### config.mk
export PLATFORM = sky130hd
export DESIGN_NAME = acorn128_ctrl
export DESIGN_NICKNAME = d
export VERILOG_FILES = /design/src/rtl/acorn128_pkg.sv /design/src/rtl/acorn128_init_mux.sv /design/src/rtl/acorn128_ctrl.sv
export SDC_FILE = /design/constraint.sdc
export NUM_CORES = 1
export LEC_CHECK = 0
export CORE_AREA = 2 2 157 159
export DETAILED_ROUTE_END_ITERATION = 16
export DIE_AREA = 0 0 159 161
export PLACE_DENSITY = 0.73
export SYNTH_ARGS = -nofsm -noshare
export SYNTH_HDL_FRONTEND = slang
export SYNTH_SLANG_ARGS = --single-unit
### constraint.sdc
create_clock -name clk -period 2.8 [get_ports clk]
set_input_delay 0.56 -clock clk [delete_from_list [all_inputs] [get_ports clk]]
set_output_delay 0.56 -clock clk [all_outputs]
set_load 0.05 [all_outputs]
### src/rtl/acorn128_pkg.sv
// Shared types and phase lengths for the ACORN-128 phase sequencer.
package acorn128_pkg;

  localparam int INIT_STEPS = 1792;
  localparam int PAD_STEPS  = 256;
  localparam int FIN_STEPS  = 768;
  localparam int KEY_W      = 128;
  localparam int TAG_W      = 128;
  localparam int STATE_W    = 293;
  localparam int CNT_W      = 11;
  localparam int TAG_START  = FIN_STEPS - TAG_W;

  typedef enum logic [3:0] {
    IDLE,
    CLR,
    INIT,
    AD,
    AD_PAD,
    MSG,
    MSG_PAD,
    FINAL,
    DONE
  } state_t;

endpackage

### src/rtl/acorn128_init_mux.sv
// Injected bit during initialisation: key, then IV, then key[0]^1, then the key repeating.
module acorn128_init_mux
  import acorn128_pkg::*;
(
  input  logic [KEY_W-1:0] key,
  input  logic [KEY_W-1:0] iv,
  input  logic [CNT_W-1:0] i,
  output logic             mbit
);

  logic [6:0] idx;
  assign idx = i[6:0];

  // Offset 256 is a multiple of 128, so (i-256) mod 128 is simply i[6:0].
  always_comb begin
    if (i == CNT_W'(2 * KEY_W))
      mbit = ~key[0];
    else if (i[10:7] == 4'd1)
      mbit = iv[idx];
    else
      mbit = key[idx];
  end

endmodule

### src/rtl/acorn128_ctrl.sv
// Phase sequencer driving the ACORN-128 bit-serial state-update datapath.
//
// state   | meaning
// IDLE    | waiting for start
// CLR     | datapath state cleared
// INIT    | 1792 key/IV injection steps
// AD      | one step per accepted associated-data bit
// AD_PAD  | 256 AD padding steps
// MSG     | one step per accepted plaintext bit, ciphertext out
// MSG_PAD | 256 message padding steps (cb=0)
// FINAL   | 768 finalisation steps, last 128 keystream bits form the tag
// DONE    | one-cycle completion pulse
module acorn128_ctrl
  import acorn128_pkg::*;
(
  input  logic             clk,
  input  logic             rst_n,
  input  logic             start,
  input  logic [KEY_W-1:0] key,
  input  logic [KEY_W-1:0] iv,
  input  logic             ad_none,
  input  logic             msg_none,
  input  logic             ad_valid,
  input  logic             ad_bit,
  input  logic             ad_last,
  output logic             ad_ready,
  input  logic             msg_valid,
  input  logic             msg_bit,
  input  logic             msg_last,
  output logic             msg_ready,
  input  logic             ks_bit,
  output logic             state_clr,
  output logic             step_en,
  output logic             ca,
  output logic             cb,
  output logic             mbit,
  output logic             ct_valid,
  output logic             ct_bit,
  output logic             busy,
  output logic             done,
  output logic [TAG_W-1:0] tag
);

  state_t           state, state_nxt;
  logic [CNT_W-1:0] i;
  logic             ad_none_q, msg_none_q;
  logic             init_mbit;

  acorn128_init_mux u_init_mux (
    .key  (key),
    .iv   (iv),
    .i    (i),
    .mbit (init_mbit)
  );

  always_ff @(posedge clk) begin
    if (!rst_n) begin
      state      <= IDLE;
      i          <= '0;
      tag        <= '0;
      ad_none_q  <= 1'b0;
      msg_none_q <= 1'b0;
    end else begin
      state <= state_nxt;
      if (state_nxt != state)
        i <= '0;
      else if (step_en)
        i <= i + 1'b1;
      if (state == IDLE && start) begin
        ad_none_q  <= ad_none;
        msg_none_q <= msg_none;
      end
      // TAG_START is a multiple of 128, so i[6:0] is the tag bit index.
      if (state == FINAL && i >= CNT_W'(TAG_START))
        tag[i[6:0]] <= ks_bit;
    end
  end

  always_comb begin
    state_nxt = state;
    state_clr = 1'b0;
    step_en   = 1'b0;
    ca        = 1'b0;
    cb        = 1'b0;
    mbit      = 1'b0;
    ad_ready  = 1'b0;
    msg_ready = 1'b0;
    ct_valid  = 1'b0;
    ct_bit    = 1'b0;
    done      = 1'b0;
    busy      = 1'b1;
    unique case (state)
      IDLE: begin
        busy = 1'b0;
        if (start) state_nxt = CLR;
      end
      CLR: begin
        state_clr = 1'b1;
        state_nxt = INIT;
      end
      INIT: begin
        step_en = 1'b1;
        ca      = 1'b1;
        cb      = 1'b1;
        mbit    = init_mbit;
        if (i == CNT_W'(INIT_STEPS - 1)) state_nxt = ad_none_q ? AD_PAD : AD;
      end
      AD: begin
        ad_ready = 1'b1;
        step_en  = ad_valid;
        ca       = 1'b1;
        cb       = 1'b1;
        mbit     = ad_valid & ad_bit;
        if (ad_valid && ad_last) state_nxt = AD_PAD;
      end
      AD_PAD, MSG_PAD: begin
        step_en = 1'b1;
        mbit    = (i == '0);
        ca      = (i < CNT_W'(KEY_W));
        cb      = (state == AD_PAD);
        if (i == CNT_W'(PAD_STEPS - 1)) begin
          if (state == MSG_PAD) state_nxt = FINAL;
          else                  state_nxt = msg_none_q ? MSG_PAD : MSG;
        end
      end
      MSG: begin
        msg_ready = 1'b1;
        step_en   = msg_valid;
        ca        = 1'b1;
        mbit      = msg_valid & msg_bit;
        ct_valid  = msg_valid;
        ct_bit    = msg_valid & (msg_bit ^ ks_bit);
        if (msg_valid && msg_last) state_nxt = MSG_PAD;
      end
      FINAL: begin
        step_en = 1'b1;
        ca      = 1'b1;
        cb      = 1'b1;
        if (i == CNT_W'(FIN_STEPS - 1)) state_nxt = DONE;
      end
      DONE: begin
        busy      = 1'b0;
        done      = 1'b1;
        state_nxt = IDLE;
      end
      default: state_nxt = IDLE;
    endcase
  end

endmodule

==> results of run 1 <==
flip-flops by register name, indices dropped and copies added (netlist names):
name and count:
tag 128, msg_none_q 1, ad_none_q 1, state 4, i 11
logic make-up (layout without fill, tap and decap cells):
logic type | after synthesis | count (layout) | share of synthesized area [%]
AOI/OAI and AO/OA | 392 | 392 | 29.1
xor gates and xnor gates | 13 | 13 | 1.29
adders and majority gates | 2 | 2 | 0.283
buffers and inverters | 105 | 575 | 5.97
DFF | 145 | 145 | 32.9
muxes | 79 | 79 | 11.8
other | 0 | 1 | 0
and+or+nand+nor | 331 | 331 | 18.7
final timing paths:
path	from	end	slack [ps]	depth (start not counted)
worst max register to register	i[1]	i[0]	110	12
worst max-delay path	i[0]	mbit	-530	10
worst min register to register	tag[92]	tag[92]	470	2
worst min-delay path	tag[92]	tag[92]	470	2
routing by layer:
layer | wire, µm | global-route usage (%) | share of wire (%)
met1 | 16400 | 39.3 | 39
met2 | 20600 | 55.4 | 50
met3 | 3320 | 5.34 | 8.0
met4 | 1240 | 9.96 | 3.0
met5 | 0 | 0 | 0
final cells by class:
cell class	count	area, µm²	area share, %
multi-input combinational	817	5530	37.7
clock buffer	19	453	3.09
timing repair buffer	533	5170	35.3
antenna	1	2.50	0.0171
clock inverter	13	153	1.04
sequential	145	2910	19.9
inverter	10	41.3	0.281
tap	324	405	2.76
per-stage QoR:
| stage | area (µm²) | std cells | worst slack, ps | hold slack, ps |
|---|---|---|---|---|
| detailed placement | 13700 | 1812 | -686 | 470 |
| global placement | 13700 | 1812 | -627 | 464 |
| global route | 14700 | 1862 | -633 | 497 |
| CTS | 14500 | 1857 | -476 | 479 |
| floorplan | 8840 | 1067 | 46.8 | 508 |
| finish | 14700 | 1862 | -533 | 474 |
what timing repair did:
action | 4_1_cts | 5_1_grt
setup endpoints to repair | 13 | 15
setup buffers | 14 | 4
pin swaps | 6 | 14
gates resized for setup | 24 | 26
cloned | 0 | 1
hold buffers | 0 | 0
power groups by stage:
stage | registers, mW | logic [mW] | clock network [mW]
floorplan | 2.12 | 0.317 | 0
global placement | 2.13 | 0.811 | 0
detailed placement | 2.13 | 0.815 | 0
CTS | 2.08 | 0.840 | 2.33
global route | 2.08 | 0.914 | 2.43
finish | 2.08 | 0.867 | 2.33
cell usage in the layout, fill, tap and decap left out, types with 10 or more instances in the layout:
master | Yosys | final
a221oi_1 | 19 | 16
clkbuf_16 | 0 | 17
nand2_1 | 55 | 54
mux2i_1 | 43 | 41
a21boi_0 | 125 | 125
buf_12 | 0 | 10
buf_4 | 10 | 113
nand3_1 | 150 | 149
mux2_2 | 16 | 15
o21ai_0 | 151 | 148
a21oi_1 | 24 | 24
dfxtp_1 | 145 | 142
nor3_1 | 12 | 11
nor2_1 | 52 | 50
clkdlybuf4s50_1 | 0 | 394
mux4_2 | 18 | 18
critical path, delay by kind of cell, from the launching register on:
family | cells | cell delay (ps)
and+or+nand+nor | 1 | 260
muxes | 2 | 740
buffers and inverters | 4 | 510
DFF | 1 | 400
AOI/OAI and AO/OA | 3 | 410
==> qor.txt, run 1 <==
Layout Utilization = 61.2%
Status = complete, but fails checks
Largest fanout on the critical path = 4
Transition time of the tightest slew-check pin = 855 ps
Count leader, synth = o21ai_0
Hold Path Class = flop to flop
Sequential area share after synthesis = 32.9%
Largest net degree at the start of global routing = 132
Die Width = 159 µm
Placer Congestion = 0.934
Ys async rst share = 0%
CP Capture Type = primary output
Worst rel slew slack = 42.6%
Minimum clock period = 3330 ps
Largest cells by area after synthesis = dfxtp_1 33%, a21boi_0 11%, o21ai_0 8.6%
# fillers = 2149
Root Buffer Master = clkbuf_16
# setup viols final = 1
Synth top area share = 32.9%
Part of the power in the clock network = 44.2%
RSZ-0062 raised after global routing = true
Slowest CP cell = mux4_2
Commonest cells post-synth = 151 x o21ai_0, 150 x nand3_1, 145 x dfxtp_1
Post-synth EDFFs = 0
Seq cells post-synth = 145
Share of cells above drive strength 1 = 15.8%
CTS tree = built
Initial Util = 36.8%
Arrival time worst endpoint = 2770 ps
Critical Path Most Common Cell = buf_12
Tcrit/Tclk final = 119%
Area leader, netlist = dfxtp_1
Total Routing Usage GR = 31.5%
Routed wire length = 41500 µm
Die area = 25600 µm²
Setup TNS = -533 ps
Clock slew at the register clock pins of the worst setup and hold paths = 70 ps
Max Slew Vio Count = 0
Post-synth net total = 1337
Vias per inst = 5.70
Drt drc = 0
Synth unique cells = 65
First-pass GRT wire length = 62100 µm
CP cell instances = buf_12 > buf_6 > mux4_2 > mux2i_4 > o21ai_2 > nor4b_2 > buf_4 > o211ai_1 > a31o_1 > buf_12
Part of the power in combinational logic = 16.4%
Cell Area, Synth = 8830 µm²
Final setup margin = -533 ps
Port-buffer cells = 406
# clock sinks = 145
Failing checks = negative setup slack
1st-pass router iterations = 5
Initial antenna violation count = 1
Sequential Power Share = 39.3%
DRT iter0 DRCs = 958
Via count = 10.6k
# Max-Cap Violations = 0
Cell Rows = 57
Clk_lat worst skew = 430 ps
Top Ports = 407
Final hold vios = 0
Max Clock Freq = 300 MHz
CTS H-tree depth = 4
Power per cell area = 360 nW/µm²
Internal = 3.98 mW
Hpwl dp = 31000 µm
Clock Tree Buf Depth = 2
Max stage delay on crit path = 510 ps
Skew final = 12.1 ps
CP startpoint kind = flop
Required @ worst endpoint = 2240 ps
CTS Buf Count = 17
Post-layout net count = 1794
YS warnings = 0
Grt total ovfl = 0
Placeable Area = 24000 µm²
Peak VDD IR = 0.296 mV
Layout area overhead = 66.2%
Psw = 1.30 mW
Final ANT Viol Nets = 0
Mean routed wirelength per cell = 22.3 µm
Setup CP Type = flop to primary output
Top FF cell, synth = dfxtp_1
Switching share of total power = 24.6%
Leakage = 4.97 nW
Post-Synthesis Cells = 1067
Total power = 5.28 mW
Syn_area_per_cell = 8.27 µm²
Number of global-route vias before repair = 10.5k
Chip Height = 161 µm
Note: power is estimated with default switching activity, not from simulation.
==> inputs of run 2 (changes only) <==
- HOLD_SLACK_MARGIN: not set -> 0.08
==> results of run 2 <==
No change in the layout: final DEF, timing and power equal those of run 1.
==> inputs of run 3 (changes only) <==
- REMOVE_ABC_BUFFERS: not set -> 1
==> qor.txt, run 3 (synthesis gave the netlist of run 1 again) <==
Drt drc = 0 (unchanged)
Dpl cell area = 13800 µm² (+0.59%)
Critical Path Most Common Cell = buf_12
Diodes inserted = 0 (-1)
Status = complete, but fails checks
Clock slew at the register clock pins of the worst setup and hold paths = 60 ps (about the same)
Skew final = 10.8 ps (-1.31 ps)
M1 GR Usage = 39.6% (+0.30 points)
Worst rel slew slack = 43.5% (+0.94 points)
Setup TNS = -540 ps (-6.76 ps)
Placer Congestion = 0.895 (-4.2%)
1st-pass router iterations = 5 (unchanged)
Biggest regs = tag (128), i (11), state (4)
Layout area overhead = 66.3% (about the same)
Chip Height = 161 µm (unchanged)
Final ANT Viol Nets = 0 (unchanged)
FF-to-FF Start = i[1]
Layer carrying the most global-route usage = met2
CTS Buf Count = 17 (unchanged)
Root Buffer Master = clkbuf_16
First-pass GRT wire length = 61400 µm (-1.1%)
Required @ worst endpoint = 2240 ps (about the same)
Power per cell area = 345 nW/µm² (-4.1%)
Arrival time worst endpoint = 2780 ps (about the same)
Clock Tree Buf Depth = 2 (unchanged)
Mean routed wirelength per cell = 22.0 µm (-1.3%)
Most common cell after layout, fill and taps aside = clkdlybuf4s50_1
Final setup margin = -540 ps (-6.76 ps)
Max reg flops = 128 (unchanged)
Setup CP Type = flop to primary output
Die Width = 159 µm (unchanged)
Largest net degree at the start of global routing = 129 (-2.3%)
Layout Utilization = 61.3% (about the same)
Hpwl dp = 30100 µm (-2.6%)
Max stage delay on crit path = 500 ps (about the same)
Clk_lat worst skew = 430 ps (about the same)
Max Slew Vio Count = 0 (unchanged)
Critical Path Sink = mbit
Slowest CP cell = mux4_2
Initial Util = 36.8% (unchanged)
CTS tree = built
Largest fanout on the critical path = 4 (unchanged)
Cts-stage hold buffer count = 0 (unchanged)
Final hold vios = 0 (unchanged)
Met3 Use GR = 8.89% (+3.5 points)
Place WS = -723 ps (-37.5 ps)
# setup viols final = 1 (unchanged)
Failing checks = negative setup slack
Peak VDD IR = 0.308 mV (+4.2%)
Transition time of the tightest slew-check pin = 841 ps (-14.1 ps)
Tcrit/Tclk final = 119% (+0.24 points)
Vias per inst = 5.66 (-0.63%)
Post-layout net count = 1793 (-0.056%)
Hold Path Class = flop to flop
Minimum clock period = 3340 ps (+6.76 ps)
Total Routing Usage GR = 31.0% (-0.42 points)
Commonest cells after routing, fill and taps aside = 392 x clkdlybuf4s50_1, 150 x o21ai_0, 149 x nand3_1
Biggest register = tag
Cell depth of the worst flop-to-flop path = 10 (-2)
Worst R2R Setup Slack = 170 ps (+60 ps)
Initial antenna violation count = 1 (unchanged)
Total power = 5.06 mW (-4.1%)
Grt total ovfl = 0 (unchanged)
CP Capture Type = primary output
DRT iter0 DRCs = 843 (-12%)
# fillers = 2139 (-0.47%)
Placeable Area = 24000 µm² (unchanged)
# clock sinks = 145 (unchanged)
RSZ-0062 raised after global routing = true
Design Area, Final = 14700 µm² (about the same)
Cell Rows = 57 (unchanged)
CTS H-tree depth = 4 (unchanged)
Setup crit start = i[1]
Port-buffer cells = 406 (unchanged)
CP cell instances = buf_12 > mux4_2 > mux2i_2 > o22ai_2 > nor4b_2 > buf_4 > o211ai_1 > a31o_1 > buf_12
# Max-Cap Violations = 0 (unchanged)
Number of global-route vias before repair = 10.6k (+0.82%)
Die area = 25600 µm² (unchanged)
R2R Path End = i[1]
Leakage = 4.96 nW (-0.12%)
Routed wire length = 40900 µm (-1.4%)
Met2 GRT Util = 49.9% (-5.5 points)
Via count = 10.5k (-0.74%)
CP startpoint kind = flop
Top Ports = 407 (unchanged)
Share of cells above drive strength 1 = 15.6% (-0.25 points)
Max Clock Freq = 299 MHz (-0.20%)
Hold path depth = 2 (unchanged)
[run 3: worst max-delay path, delay by kind of cell, from the launching register on]
family,cells,cell delay (ps)
compound gates,3,560
mux,2,690
simple gates,1,250
flops,1,390
buf+inv,3,450
[run 3: power breakdown]
group          internal [mW]  total [mW]  switching, mW
Combinational          0.530       0.852          0.322
Sequential              2.07        2.08         0.0125
Clock                   1.22        2.13          0.912
Total                   3.82        5.06           1.25
[run 3: cell type report]
cell class	count	area (µm²)	area share [%]
Clock buffer	19	433	2.95
Clock inverter	13	115	0.784
Timing Repair Buffer	531	5220	35.6
Tap cell	324	405	2.76
Multi-Input combinational cell	818	5550	37.8
Inverter	10	41.3	0.281
Sequential cell	145	2910	19.8
[run 3: how the worst min path moves through the flow]
stage	from	slack [ps]	end
6_report	tag[56]	480	tag[56]
5_1_grt	tag[92]	510	tag[92]
4_1_cts	tag[56]	480	tag[56]
3_5_place_dp	tag[56]	470	tag[56]
3_3_place_gp	tag[42]	460	tag[42]
2_1_floorplan	msg_none_q	510	msg_none_q
[run 3: timing repair]
action | in CTS | in global routing
endpoints found under the setup margin | 14 | 14
resized for setup | 12 | 32
pin swaps | 3 | 19
setup buffers | 4 | 7
gates cloned | 1 | 1
[run 3: routing by layer]
metal  routed length, µm  up-vias
li1                    -     4901
met1               17000     4997
met2               19000      558
met3                3690       76
met4                1190        0
met5                   0        -
[run 3: stage by stage]
step / hold slack, ps / cells
after floorplan: 508 / 972
after global placement: 464 / 1817
after detailed placement: 469 / 1817
after CTS: 477 / 1853
after global routing: 510 / 1860
final: 476 / 1860
